### config.mk
export PLATFORM = sky130hd
export DESIGN_NAME = boa_stage_if_queue
export DESIGN_NICKNAME = d
export VERILOG_FILES = /design/src/rtl/boa_stage_if_queue.sv
export SDC_FILE = /design/constraint.sdc
export NUM_CORES = 1
export LEC_CHECK = 0
export ABC_AREA = 1
export BUFFER_PORTS_ARGS = -buffer_cell sky130_fd_sc_hd__buf_2
export CORE_UTILIZATION = 40
export DETAILED_ROUTE_END_ITERATION = 12
export PLACE_DENSITY = 0.7
export SLEW_MARGIN = 25
export SYNTH_ARGS = -nofsm -noshare
export SYNTH_HDL_FRONTEND = slang
export SYNTH_SLANG_ARGS = --single-unit
### constraint.sdc
create_clock -name clk -period 5.25 [get_ports clk]
set_clock_uncertainty 0.15 [all_clocks]
set_input_delay 0.2625 -clock clk [delete_from_list [all_inputs] [get_ports clk]]
set_output_delay 0.2625 -clock clk [all_outputs]
set_load 0.01 [all_outputs]
### src/rtl/boa_stage_if_queue.sv
// Instruction fetch stage with a small circular fetch queue in front of decode.
// One memory request in flight at a time; predict/correct redirects flush the queue.
module boa_stage_if_queue #(
  parameter int          DEPTH     = 4,
  parameter logic [29:0] RESET_VEC = 30'h0000_0000
) (
  input  logic        clk,
  input  logic        rst_n,

  output logic        o_mem_re,
  output logic [29:0] o_mem_addr,
  input  logic        i_mem_ready,
  input  logic [31:0] i_mem_rdata,

  output logic        o_q_valid,
  output logic [29:0] o_q_pc,
  output logic [31:0] o_q_insn,

  input  logic        i_stall,
  input  logic        i_predict,
  input  logic [29:0] i_predict_target,
  input  logic        i_correct,
  input  logic [29:0] i_correct_alt
);

  // DEPTH must be a power of two (2, 4, 8 or 16) so the pointers wrap naturally.
  localparam int PW = $clog2(DEPTH);
  localparam int CW = PW + 1;

  typedef logic [PW-1:0] ptr_t;
  typedef logic [CW-1:0] cnt_t;

  localparam cnt_t DEPTH_C = cnt_t'(DEPTH);

  logic [29:0] r_fetch_pc;
  ptr_t        r_head;
  ptr_t        r_tail;
  cnt_t        r_count;
  logic        r_inflight;
  logic [29:0] r_inflight_pc;
  logic        r_discard;

  logic [29:0] r_pc_mem   [DEPTH];
  logic [31:0] r_insn_mem [DEPTH];

  logic        w_redirect;
  logic [29:0] w_redirect_pc;
  cnt_t        w_occupancy;
  logic        w_mem_re;
  logic        w_accept;
  logic        w_push;
  logic        w_pop;

  // Reserve a queue slot for every outstanding request so a response can never overflow.
  assign w_redirect    = i_predict | i_correct;
  assign w_redirect_pc = i_correct ? i_correct_alt : i_predict_target;
  assign w_occupancy   = r_count + cnt_t'(r_inflight);
  assign w_mem_re      = rst_n & ~w_redirect & (w_occupancy < DEPTH_C);
  assign w_accept      = w_mem_re & i_mem_ready;
  assign w_push        = r_inflight & ~r_discard & ~w_redirect;
  assign w_pop         = o_q_valid & ~i_stall & ~w_redirect;

  assign o_mem_re   = w_mem_re;
  assign o_mem_addr = r_fetch_pc;
  assign o_q_valid  = (r_count != '0);
  assign o_q_pc     = r_pc_mem[r_head];
  assign o_q_insn   = r_insn_mem[r_head];

  always_ff @(posedge clk or negedge rst_n) begin
    if (!rst_n) begin
      r_fetch_pc    <= RESET_VEC;
      r_head        <= '0;
      r_tail        <= '0;
      r_count       <= '0;
      r_inflight    <= 1'b0;
      r_inflight_pc <= '0;
      r_discard     <= 1'b0;
    end else begin
      // A redirect landing on a response cycle drops that word; the flag covers its aftermath.
      r_discard <= w_redirect & r_inflight;
      if (w_redirect) begin
        r_fetch_pc <= w_redirect_pc;
        r_head     <= r_tail;
        r_count    <= '0;
        r_inflight <= 1'b0;
      end else begin
        if (w_accept) begin
          r_fetch_pc    <= r_fetch_pc + 30'd1;
          r_inflight_pc <= r_fetch_pc;
        end
        r_inflight <= w_accept;
        if (w_push) begin
          r_tail <= r_tail + 1'b1;
        end
        if (w_pop) begin
          r_head <= r_head + 1'b1;
        end
        case ({w_push, w_pop})
          2'b10:   r_count <= r_count + 1'b1;
          2'b01:   r_count <= r_count - 1'b1;
          default: r_count <= r_count;
        endcase
      end
    end
  end

  // Entry storage carries no reset; validity is tracked entirely by r_count.
  always_ff @(posedge clk) begin
    if (w_push) begin
      r_pc_mem[r_tail]   <= r_inflight_pc;
      r_insn_mem[r_tail] <= i_mem_rdata;
    end
  end

endmodule

# After elaboration in Yosys (flattened, before gate mapping)
# Memories as Yosys holds them, arrays and structs flattened.
# Index checks and enable logic that the tools add are counted.
[totals] input_bits=98 reg_bits=69 elab_cells=46 memories=2 mem_bits_rw=248 out_inout_bits=94
[op_classes] n_lt_le_gt_ge=1 addsub=6 eq_ne=2 n_bitwise=12 muxes=10 n_reduce_logical=6
[mem_list] name="r_insn_mem" depth=4 word_bits=32 read_ports=1 rd_ports_with_merged_regs=0 write_ports=1 line="44" source="logic [31:0] r_insn_mem [DEPTH];"
[mem_list] name="r_pc_mem" depth=4 word_bits=30 read_ports=1 rd_ports_with_merged_regs=0 write_ports=1 line="43" source="logic [29:0] r_pc_mem [DEPTH];"
[op_table] operator="$mux 30" count=3
[op_table] operator="$add 30x1->30 const B" count=1
[op_table] operator="$and 1x1->1" count=8
[op_table] operator="$pmux 3 s2" count=1
[op_table] operator="$reduce_bool 3->1" count=2
[op_table] operator="$add 2x1->2 const B" count=2
[op_table] operator="$mux 2" count=2
[op_table] operator="$reduce_and 2->1" count=2
[op_table] operator="$reduce_bool 2->1" count=2
[op_table] operator="$add 3x1->3" count=1
[op_table] operator="$add 3x1->3 const B" count=1
[op_table] operator="$lt 3x3->1 const B" count=1
[op_table] operator="$mux 1" count=3
[op_table] operator="$mux 3" count=1
[op_table] operator="$not 1->1" count=3
[op_table] operator="$sub 3x1->3 const B" count=1
[op_table] operator="$eq 2x1->1 const B" count=1
[op_table] operator="$eq 2x2->1 const B" count=1
[op_table] operator="$or 1x1->1" count=1

# Logic depth before layout (Yosys ltp)
# Gate-level depths: netlist of run 1.
[logic_depth] word_depth=7 depth_mapped=11 mapped_depth_nobuf=11

# Least setup slack after synthesis of run 1
# No wires, ideal clock.
[synth_timing] path_kind="register -> register" startpoint="register r_inflight" endpoint="memory r_insn_mem[0][0], enable pin" required_time_ns=4.618 slack_ns=1.162 n_path_buf=0 period_less_slack_ns=4.088 arrival_time_ns=3.456 setup_time_ns=0.482 path_stages_with_launch=6 cell_sequence="dfrtp_1 inv_1 or2_1 nor2_4 inv_1 nor2_1"
[synth_via] elab_chain_cells=4
[synth_lines] item="from (decl)" line="39" source="logic r_inflight;"
[synth_lines] item="from (signal assigned)" line="91" source="r_inflight <= w_accept;"
[synth_lines] item="$and 1x1->1 (2 in series)" line="60" source="assign w_push = r_inflight & ~r_discard & ~w_redirect;"
[synth_lines] item="$mux 1" line="109" source="if (w_push) begin"
[synth_lines] item="$mux 1 (not written as such)" line="111" source="r_insn_mem[r_tail] <= i_mem_rdata;"
[synth_lines] item="to (decl)" line="44"
# No other way between the ends.

# Worst setup path in the final report of run 1
[layout_timing] startpoint="register r_head[0]" endpoint="output port o_q_pc[12]"
[layout_via] elab_chain_cells=1
[layout_lines] item="from (decl)" line="36" source="ptr_t r_head;"
[layout_lines] item="from (signal assigned)" line="83" source="r_head <= r_tail;"
[layout_lines] item="from (signal assigned)" line="96" source="r_head <= r_head + 1'b1;"
[layout_lines] item="$mem_v2 4x30"
[layout_lines] item="to (decl)" line="16" source="output logic [29:0] o_q_pc,"
# No other way between the ends.

==> results_dict.tcl, run 1 <==
set metrics [dict create \
    status "finished clean" \
    place_hpwl_um 20000 \
    synth-warning-count 0 \
    crit_chain "clkinv_2 -> buf_4 -> o21ai_0 -> o22ai_1 -> buf_2" \
    dieArea_mm2 0.0341 \
    cap_violations 0 \
    leakagePower_uw 0.00636 \
    grt_usage_pct 19.0 \
    syn-instance-count 1222 \
    firstDrtPassIters 6 \
    mappedNetlistArea_mm2 0.0134 \
    overflow 0 \
    post-route-min-period_ns 3.39 \
    worstPathRequired_ns 4.84 \
    seqPwrFrac_pct 43.7 \
    post-route-period-util_pct 64.6 \
    cts_resized 0 \
    drt_iter0_drc 740 \
    drive_gt1_share_pct 18.5 \
    clockBufferDepth 3 \
    die_h_um 185 \
    area_growth_pct 23.4 \
    pwr_density_cell_mw_per_mm2 423 \
    cp_max_fo 87 \
    clock_sinks 317 \
    post-layout-total-power_uw 6980 \
    ys_seq_area_share_pct 68.7 \
    post_drt_wl_per_cell_um 16.8 \
    cp-start-kind "register" \
    final_common_cell "edfxtp_1" \
    initial_core_util_pct 40.8 \
    internal_power_uw 4810 \
    final_cell_mix "248 x edfxtp_1, 228 x nor2_1, 191 x buf_2" \
    fin_nets 1569 \
    grt_pass1_vias 9589 \
    grt_pass1_wl_um 50700 \
    gp_congestion 0.935 \
    ys_types 34 \
    drc_errors 0 \
    cts_root_buf "clkbuf_16" \
    postSynth.asyncResetShare_pct 21.8 \
    clockPowerShare_pct 33.3 \
    reg2reg_from "r_count[2]" \
    finalHoldViolCount 0 \
    final_max_slew_viol_count 0 \
    vdd_ir_drop_max_mv 0.275 \
    io_pins 192 \
    core_area_mm2 0.0327 \
    switching_share_pct 31.1 \
    ant_nets 0 \
    numCtsBuffers 31 \
    clkLatencyLatePin_ns 0.57 \
    critPathSlowestCell "buf_4" \
    rsz0062_at_grt "false" \
    combPwrFrac_pct 23.1 \
    worst-setup-path-type "reg -> out" \
    end_kind "output pin" \
    rrSetupSlack_ns 2.39 \
    setup_viol 0 \
    min_path_cells 5 \
    ys_dominant_reg_cell "edfxtp_1" \
    synthesis.nets 1326 \
    grt_max_degree 105 \
    vias 9946 \
    clkTransAtPathRegs_ns 0.06 \
    switching_power_uw 2170 \
    hold_class "in -> reg" \
    holdPathEnd "o_mem_addr[7]" \
    hp-start "i_correct_alt[7]" \
    crit_path_max_incr_delay_ns 0.75 \
    reg2regPathDepth 9 \
    rows 66 \
    crit_arrival_ns 2.98 \
    worst_pin_slew_ns 1.01 \
    cts_tree "built" \
    antenna_found_initial 0 \
    timing.rr.end "o_mem_addr[0]" \
    postLayoutCoreUtil_pct 50.4 \
    fin_setup_tns_ns 0 \
    synth-edff-count 248 \
    h-tree-depth 1 \
    ys_ff_latch 317 \
    totalWireLength_um 32500 \
    port-buffer-count 191 \
    diodes 0 \
    avgSynthCellArea_um2 10.9 \
    relSlewSlack_pct 32.6 \
    max_freq_mhz 295 \
    die_w_um 185 \
    via_per_inst 5.15 \
]
-- routing by layer --
layer,share of wire [%],vias to the layer above,track usage (%),wire [um]
li1,-,4765,-,-
met1,43,4699,25.6,14000
met2,47,433,31.2,15200
met3,7.7,49,3.32,2500
met4,2.4,0,5.72,794
met5,0,-,0,0
-- what timing repair did --
| item | 4_1_cts | 5_1_grt |
|---|---|---|
| buffers inserted | 0 | 0 |
| hold endpoints to repair | 223 | 0 |
| hold buffers | 76 | 0 |
-- critical path, delay by kind of cell, from the launching register on --
family | cells | cell delay (ns)
buffers and inverters | 3 | 1.35
flip-flops | 1 | 0.59
AO/OA/AOI/OAI | 2 | 0.46
-- sequential cells by signal, indices dropped and copies added (netlist names) --
register / count
r_insn_mem: 128
r_pc_mem: 120
o_mem_addr: 30
r_inflight_pc: 30
r_count: 3
r_head: 2
r_tail: 2
r_discard: 1
r_inflight: 1
-- power groups by stage --
stage                     registers, uW  logic [uW]  clock network [uW]
after detailed placement           3090        1580                   0
after floorplan                    3020         977                   0
after CTS                          3040        1640                2360
after global routing               3070        1800                2450
after global placement             3080        1540                   0
final                              3050        1610                2320
-- synth_stat cells (all sizes together), types with 4 or more instances --
master / count / area [um2]
buf: 29 / 193
a21oi: 29 / 145
nor3: 4 / 20.0
o21ai: 185 / 930
nor2: 239 / 925
o22ai: 69 / 432
a31oi: 4 / 25.0
nand2: 186 / 713
clkbuf: 37 / 139
nand3: 35 / 175
inv: 59 / 221
dfrtp: 69 / 1730
nand4: 6 / 52.6
ha: 5 / 62.6
edfxtp: 248 / 7450
o211ai: 8 / 60.1
-- worst max path at each step --
stage                    start           endpoint  slack (ns)
CTS                  r_head[0]          o_q_pc[8]        1.79
global route         r_head[0]       o_q_insn[31]        1.65
global placement     i_correct   r_insn_mem[2][1]        1.98
floorplan           r_inflight   r_insn_mem[0][0]        1.16
finish               r_head[0]         o_q_pc[12]        1.86
detailed placement   i_correct  r_insn_mem[0][10]        1.90
-- kinds of logic after synthesis --
logic type                 synth area share, %
xor gates and xnor gates                 0.262
AOI/OAI and AO/OA                         11.9
buffers and inverters                     4.17
muxes                                   0.0750
DFF                                       68.7
adders and majority gates                0.618
and+or+nand+nor                           14.3
-- stage by stage --
stage	area [um2]	cells	hold WS [ns]	setup slack (ns)
after detailed placement	14600	1798	0.333	1.90
after global routing	16500	1932	0.0439	1.65
after global placement	14600	1798	0.325	1.98
after floorplan	13400	1222	-0.183	1.16
after CTS	16500	1932	0.000809	1.79
final	16500	1932	0.0146	1.86
-- cell type report --
cell class	count	area (um2)
repair buffers	276	1780
well taps	442	553
flip-flops and latches	317	9180
clock inverters	21	255
multi-input cells	779	3650
fillers	2904	16200
clock buffers	37	826
inverters	60	230
Note: power is estimated with default switching activity, not from simulation.
==> run 2, diff against run 1 <==
Clock period 5.25 ns to 3.16 ns, I/O delays scaled along.
==> run 2 against run 1 <==
- utilization rose by 0.86 points
- cell area rose by 1.7%
- global-route usage increased by 0.38 points
- via count grew 1.2%
- critical path depth unchanged
- total power grew 65%
- hold slack worse by 0.0032 ns
- combinational power rose by 68%
- sequential share of layout area fell by 0.94 points
- first-iteration DRC count rose by 12%
- sequential power is 67% higher
- clock power rose by 62%
==> results_dict.tcl, run 2 (synthesized netlist as in run 1, its figures left out) <==
set metrics [dict create \
    status "finished clean" \
    postLayoutCoreUtil_pct 51.3 \
    regMostFlops "r_insn_mem" \
    reg2reg_from "o_mem_addr[1]" \
    firstDrtPassIters 5 \
    finalHoldViolCount 0 \
    post_drt_wl_per_cell_um 16.8 \
    largest_reg_flops 128 \
    hold_slack_ns 0.0114 \
    worst-setup-path-type "reg -> out" \
    area_growth_pct 25.5 \
    io_pins 192 \
    cts_hold_buffers 92 \
    cp-start-kind "register" \
    die_w_um 185 \
    post-layout-total-power_uw 11500 \
    critPathSlowestCell "dfrtp_4" \
    vias 10066 \
    internal_power_uw 7950 \
    port-buffer-count 191 \
    cts_setup_buffers 0 \
    min_path_cells 5 \
    rows 66 \
    dieArea_mm2 0.0341 \
    grt_max_degree 70 \
    crit_chain "clkinv_2 -> buf_4 -> o21ai_0 -> o22ai_1 -> buf_2" \
    leakagePower_uw 0.00648 \
    hold_class "in -> reg" \
    cap_violations 0 \
    clockBufferDepth 3 \
    cts_tree "built" \
    drive_gt1_share_pct 18.4 \
    cp_max_fo 38 \
    cts_root_buf "clkbuf_16" \
    rsz0062_at_grt "false" \
    drc_errors 0 \
    fin_setup_tns_ns 0 \
    seqPwrFrac_pct 44.0 \
    final_cell_mix "248 x edfxtp_1, 228 x nor2_1, 191 x buf_2" \
    pwr_density_cell_mw_per_mm2 688 \
    clock_sinks 317 \
    crit_path_max_incr_delay_ns 0.64 \
    endpoint "o_q_insn[13]" \
    top_regs "r_insn_mem: 128 flops, r_pc_mem: 120 flops" \
    max_freq_mhz 352 \
    vdd_ir_drop_max_mv 0.347 \
    via_per_inst 5.14 \
    cts_resized 0 \
    final_common_cell "edfxtp_1" \
    rrSetupSlack_ns 0.60 \
    numCtsBuffers 34 \
    totalWireLength_um 32900 \
    worst_pin_slew_ns 0.885 \
    clockPowerShare_pct 32.6 \
    place_hpwl_um 20600 \
    gp_congestion 0.914 \
    final_max_slew_viol_count 0 \
    worstPathRequired_ns 2.85 \
    combPwrFrac_pct 23.4 \
    timing.rr.end "o_mem_addr[20]" \
    post-route-period-util_pct 89.8 \
    antenna_found_initial 0 \
    worstSetupStartpoint "r_head[0]" \
    clkLatencyLatePin_ns 0.51 \
    post-place-ws_ns 0.824 \
    ant_nets 0 \
    grt_pass1_vias 9764 \
    clkTransAtPathRegs_ns 0.06 \
    relSlewSlack_pct 41.0 \
    drt_iter0_drc 830 \
    setup_viol 0 \
    overflow 0 \
    post-route-min-period_ns 2.84 \
    reg2regPathDepth 10 \
    fin_nets 1598 \
    switching_power_uw 3590 \
    core_area_mm2 0.0327 \
    switching_share_pct 31.1 \
    initial_core_util_pct 40.8 \
    end_kind "output pin" \
    crit_arrival_ns 2.53 \
    grt_pass1_wl_um 51100 \
    diodes 0 \
    grt_usage_pct 19.3 \
    h-tree-depth 2 \
    worst_slack_ns 0.321 \
    die_h_um 185 \
]
[run 2: cell types whose count changed in the layout (fill, tap and decap cells not counted), sizes merged]
| cell | delta |
|---|---|
| dlygate4sd3 | +16 |
| buf | +10 |
| clkbuf | +6 |
| bufinv | -4 |
| clkinv | -2 |
| clkinvlp | +1 |
| inv | +1 |
[run 2: worst min path at each step]
stage,startpoint,endpoint,slack [ns]
finish,i_correct_alt[29],o_mem_addr[29],0.01
global route,i_correct_alt[29],o_mem_addr[29],0.04
CTS,i_correct_alt[29],o_mem_addr[29],0.006
detailed placement,i_mem_rdata[26],r_insn_mem[2][26],0.23
global placement,i_mem_rdata[26],r_insn_mem[3][26],0.22
floorplan,rst_n,o_mem_addr[0],-0.29
[run 2: cell type report]
cell class                      count  area (um2)
Clock buffer                       43         937
Clock inverter                     17         133
Fill cell                        2888       15900
Inverter                           60         226
Multi-Input combinational cell    779        3650
Sequential cell                   317        9180
Tap cell                          442         553
Timing Repair Buffer              302        2080
[run 2: power by group through the flow]
| stage | Clock, uW | Sequential, uW | Combinational, uW |
|---|---|---|---|
| 5_1_grt | 4000 | 5110 | 3020 |
| 6_report | 3760 | 5080 | 2700 |
| 4_1_cts | 3840 | 5070 | 2740 |
| 3_3_place_gp | 0 | 5140 | 2570 |
| 2_1_floorplan | 0 | 5020 | 1620 |
| 3_5_place_dp | 0 | 5160 | 2620 |
[run 2: stage by stage]
stage                     instances  area [um2]
final                          1960       16800
after global routing           1960       16800
after CTS                      1960       16800
after detailed placement       1808       14800
after global placement         1808       14800
after floorplan                1222       13400
[run 2: routing by layer]
metal  global-route usage, %  vias up  wire [um]  part of all wire [%]
met5                       0        -          0                     0
met4                    5.26        0        632                   1.9
met3                    3.24       46       2250                   6.8
met2                    32.6      378      15700                    48
met1                    25.8     4810      14400                    44
li1                        -     4832          -                     -
[run 2: worst max-delay path: cells and delay by family (launching register included)]
family / cells / cell delay, ns
DFF: 1 / 0.64
buffers and inverters: 3 / 1.04
AOI/OAI and AO/OA: 2 / 0.32
==> run 3, diff against run 2 <==
Settings changed: PLACE_DENSITY 0.7 to not set.
==> run 3 against run 2 <==
- combinational power increased by 3%
- clock power decreased by 3%
- die area unchanged
- sequential cell count unchanged
- sequential share of layout area increased by 0.082 points
- via count decreased by 1.7%
- sequential power about the same
==> results_dict.tcl, run 3 (synthesized netlist as in run 1, its figures left out) <==
set metrics [dict create \
    grt_pass1_wl_um 52000 \
    crit_arrival_ns 2.79 \
    vdd_ir_drop_max_mv 0.422 \
    postLayoutCoreUtil_pct 51.2 \
    pwr_density_cell_mw_per_mm2 685 \
    via_per_inst 5.05 \
    leakagePower_uw 0.00646 \
    port-buffer-count 191 \
    clockBufferDepth 3 \
    finalHoldViolCount 0 \
    switching_share_pct 31.3 \
    combPwrFrac_pct 24.3 \
    numCtsBuffers 35 \
    place_hpwl_um 20600 \
    drc_errors 0 \
    cts_root_buf "clkbuf_16" \
    clkTransAtPathRegs_ns 0.06 \
    cp_max_fo 5 \
    totalWireLength_um 33200 \
    diodes 0 \
    post-layout-total-power_uw 11500 \
    overflow 0 \
    final_max_slew_viol_count 0 \
    timing.rr.end "o_mem_addr[6]" \
    largest_reg_flops 128 \
    ant_nets 0 \
    rows 66 \
    cts_tree "built" \
    core_area_mm2 0.0327 \
    internal_power_uw 7880 \
    antenna_found_initial 0 \
    clockPowerShare_pct 31.6 \
    die_h_um 185 \
    seqPwrFrac_pct 44.0 \
    clock_sinks 317 \
    gp_congestion 0.889 \
    final_cell_mix "248 x edfxtp_1, 228 x nor2_1, 191 x buf_2" \
    setup_viol 0 \
    dieArea_mm2 0.0341 \
    vias 9892 \
    area_growth_pct 25.3 \
    clkLatencyLatePin_ns 0.51 \
    post-route-min-period_ns 2.52 \
    firstDrtPassIters 5 \
    end_kind "register" \
    io_pins 192 \
    holdPathEnd "o_mem_addr[4]" \
    grt_max_degree 127 \
    worst_pin_slew_ns 0.907 \
    reg2regPathDepth 8 \
    drive_gt1_share_pct 18.1 \
    die_w_um 185 \
    final_common_cell "edfxtp_1" \
    cts_hold_buffers 91 \
    regMostFlops "r_insn_mem" \
    cp-start-kind "register" \
    worst-setup-path-type "reg -> reg" \
    cts_setup_buffers 0 \
    rrSetupSlack_ns 0.64 \
    hold_class "in -> reg" \
    hp-start "i_predict_target[4]" \
    switching_power_uw 3580 \
    h-tree-depth 2 \
    reg2reg_from "o_mem_addr[0]" \
    relSlewSlack_pct 39.5 \
    status "finished clean" \
    rsz0062_at_grt "false" \
    max_freq_mhz 397 \
    worstPathRequired_ns 3.43 \
    initial_core_util_pct 40.8 \
    post_drt_wl_per_cell_um 16.9 \
    fillers 2935 \
    post-route-period-util_pct 79.7 \
    cts_resized 0 \
    grt_usage_pct 19.8 \
    min_path_cells 5 \
    grt_pass1_vias 9659 \
    cap_violations 0 \
    fin_nets 1597 \
    drt_iter0_drc 738 \
    top_regs "r_insn_mem: 128 flops, r_pc_mem: 120 flops" \
]
==> run 3: layout make-up <==
class	instances	area (um2)	area share (%)
inverters	60	226	1.35
flip-flops and latches	317	9180	54.8
well taps	442	553	3.30
multi-input cells	779	3650	21.8
repair buffers	300	2100	12.6
clock buffers	44	931	5.56
clock inverters	18	93.8	0.561
==> run 3: worst max path at each step <==
stage	startpoint	to	slack, ns	depth (start not counted)
floorplan	r_inflight	r_insn_mem[0][0]	-0.93	5
global placement	r_inflight	r_insn_mem[0][8]	1.12	6
detailed placement	i_predict	o_mem_addr[0]	1.09	9
CTS	r_head[1]	o_q_pc[12]	0.63	5
global route	o_mem_addr[0]	o_mem_addr[20]	0.44	10
finish	o_mem_addr[0]	o_mem_addr[6]	0.64	8
==> run 3: per-layer routing <==
metal,part of all wire [%],routed length (um),GRT usage (%)
met1,46,15300,27.6
met2,47,15500,32.2
met5,0,0,0
met4,1.4,469,4.93
met3,5.9,1970,3.24
==> run 3: worst max-delay path, stage by stage, from the launching register on <==
cell and delay [ns]:
dfrtp_1 0.45, ha_1 0.22, nand3_1 0.19, nor2_1 0.41, o21ai_0 0.17, o22ai_1 0.14, dlygate4sd3_1 0.56, nand2_1 0.05
o21ai_1 0.09
==> run 3: stage by stage <==
stage	hold WS, ns	worst slack (ns)	setup TNS [ns]	area (um2)	std cells
finish	0.0306	0.641	0	16700	1960
CTS	0.0137	0.633	0	16700	1960
detailed placement	0.227	1.09	0	14800	1807
global placement	0.225	1.12	0	14800	1807
floorplan	-0.288	-0.928	-230.07	13400	1222
global route	0.0480	0.444	0	16700	1960
==> run 3: power by group through the flow <==
stage,Clock (uW),Combinational (uW),Sequential [uW]
final,3630,2790,5050
after global placement,0,2690,5120
after global routing,3880,3130,5080
after detailed placement,0,2730,5120
after CTS,3700,2840,5040
after floorplan,0,1620,5020
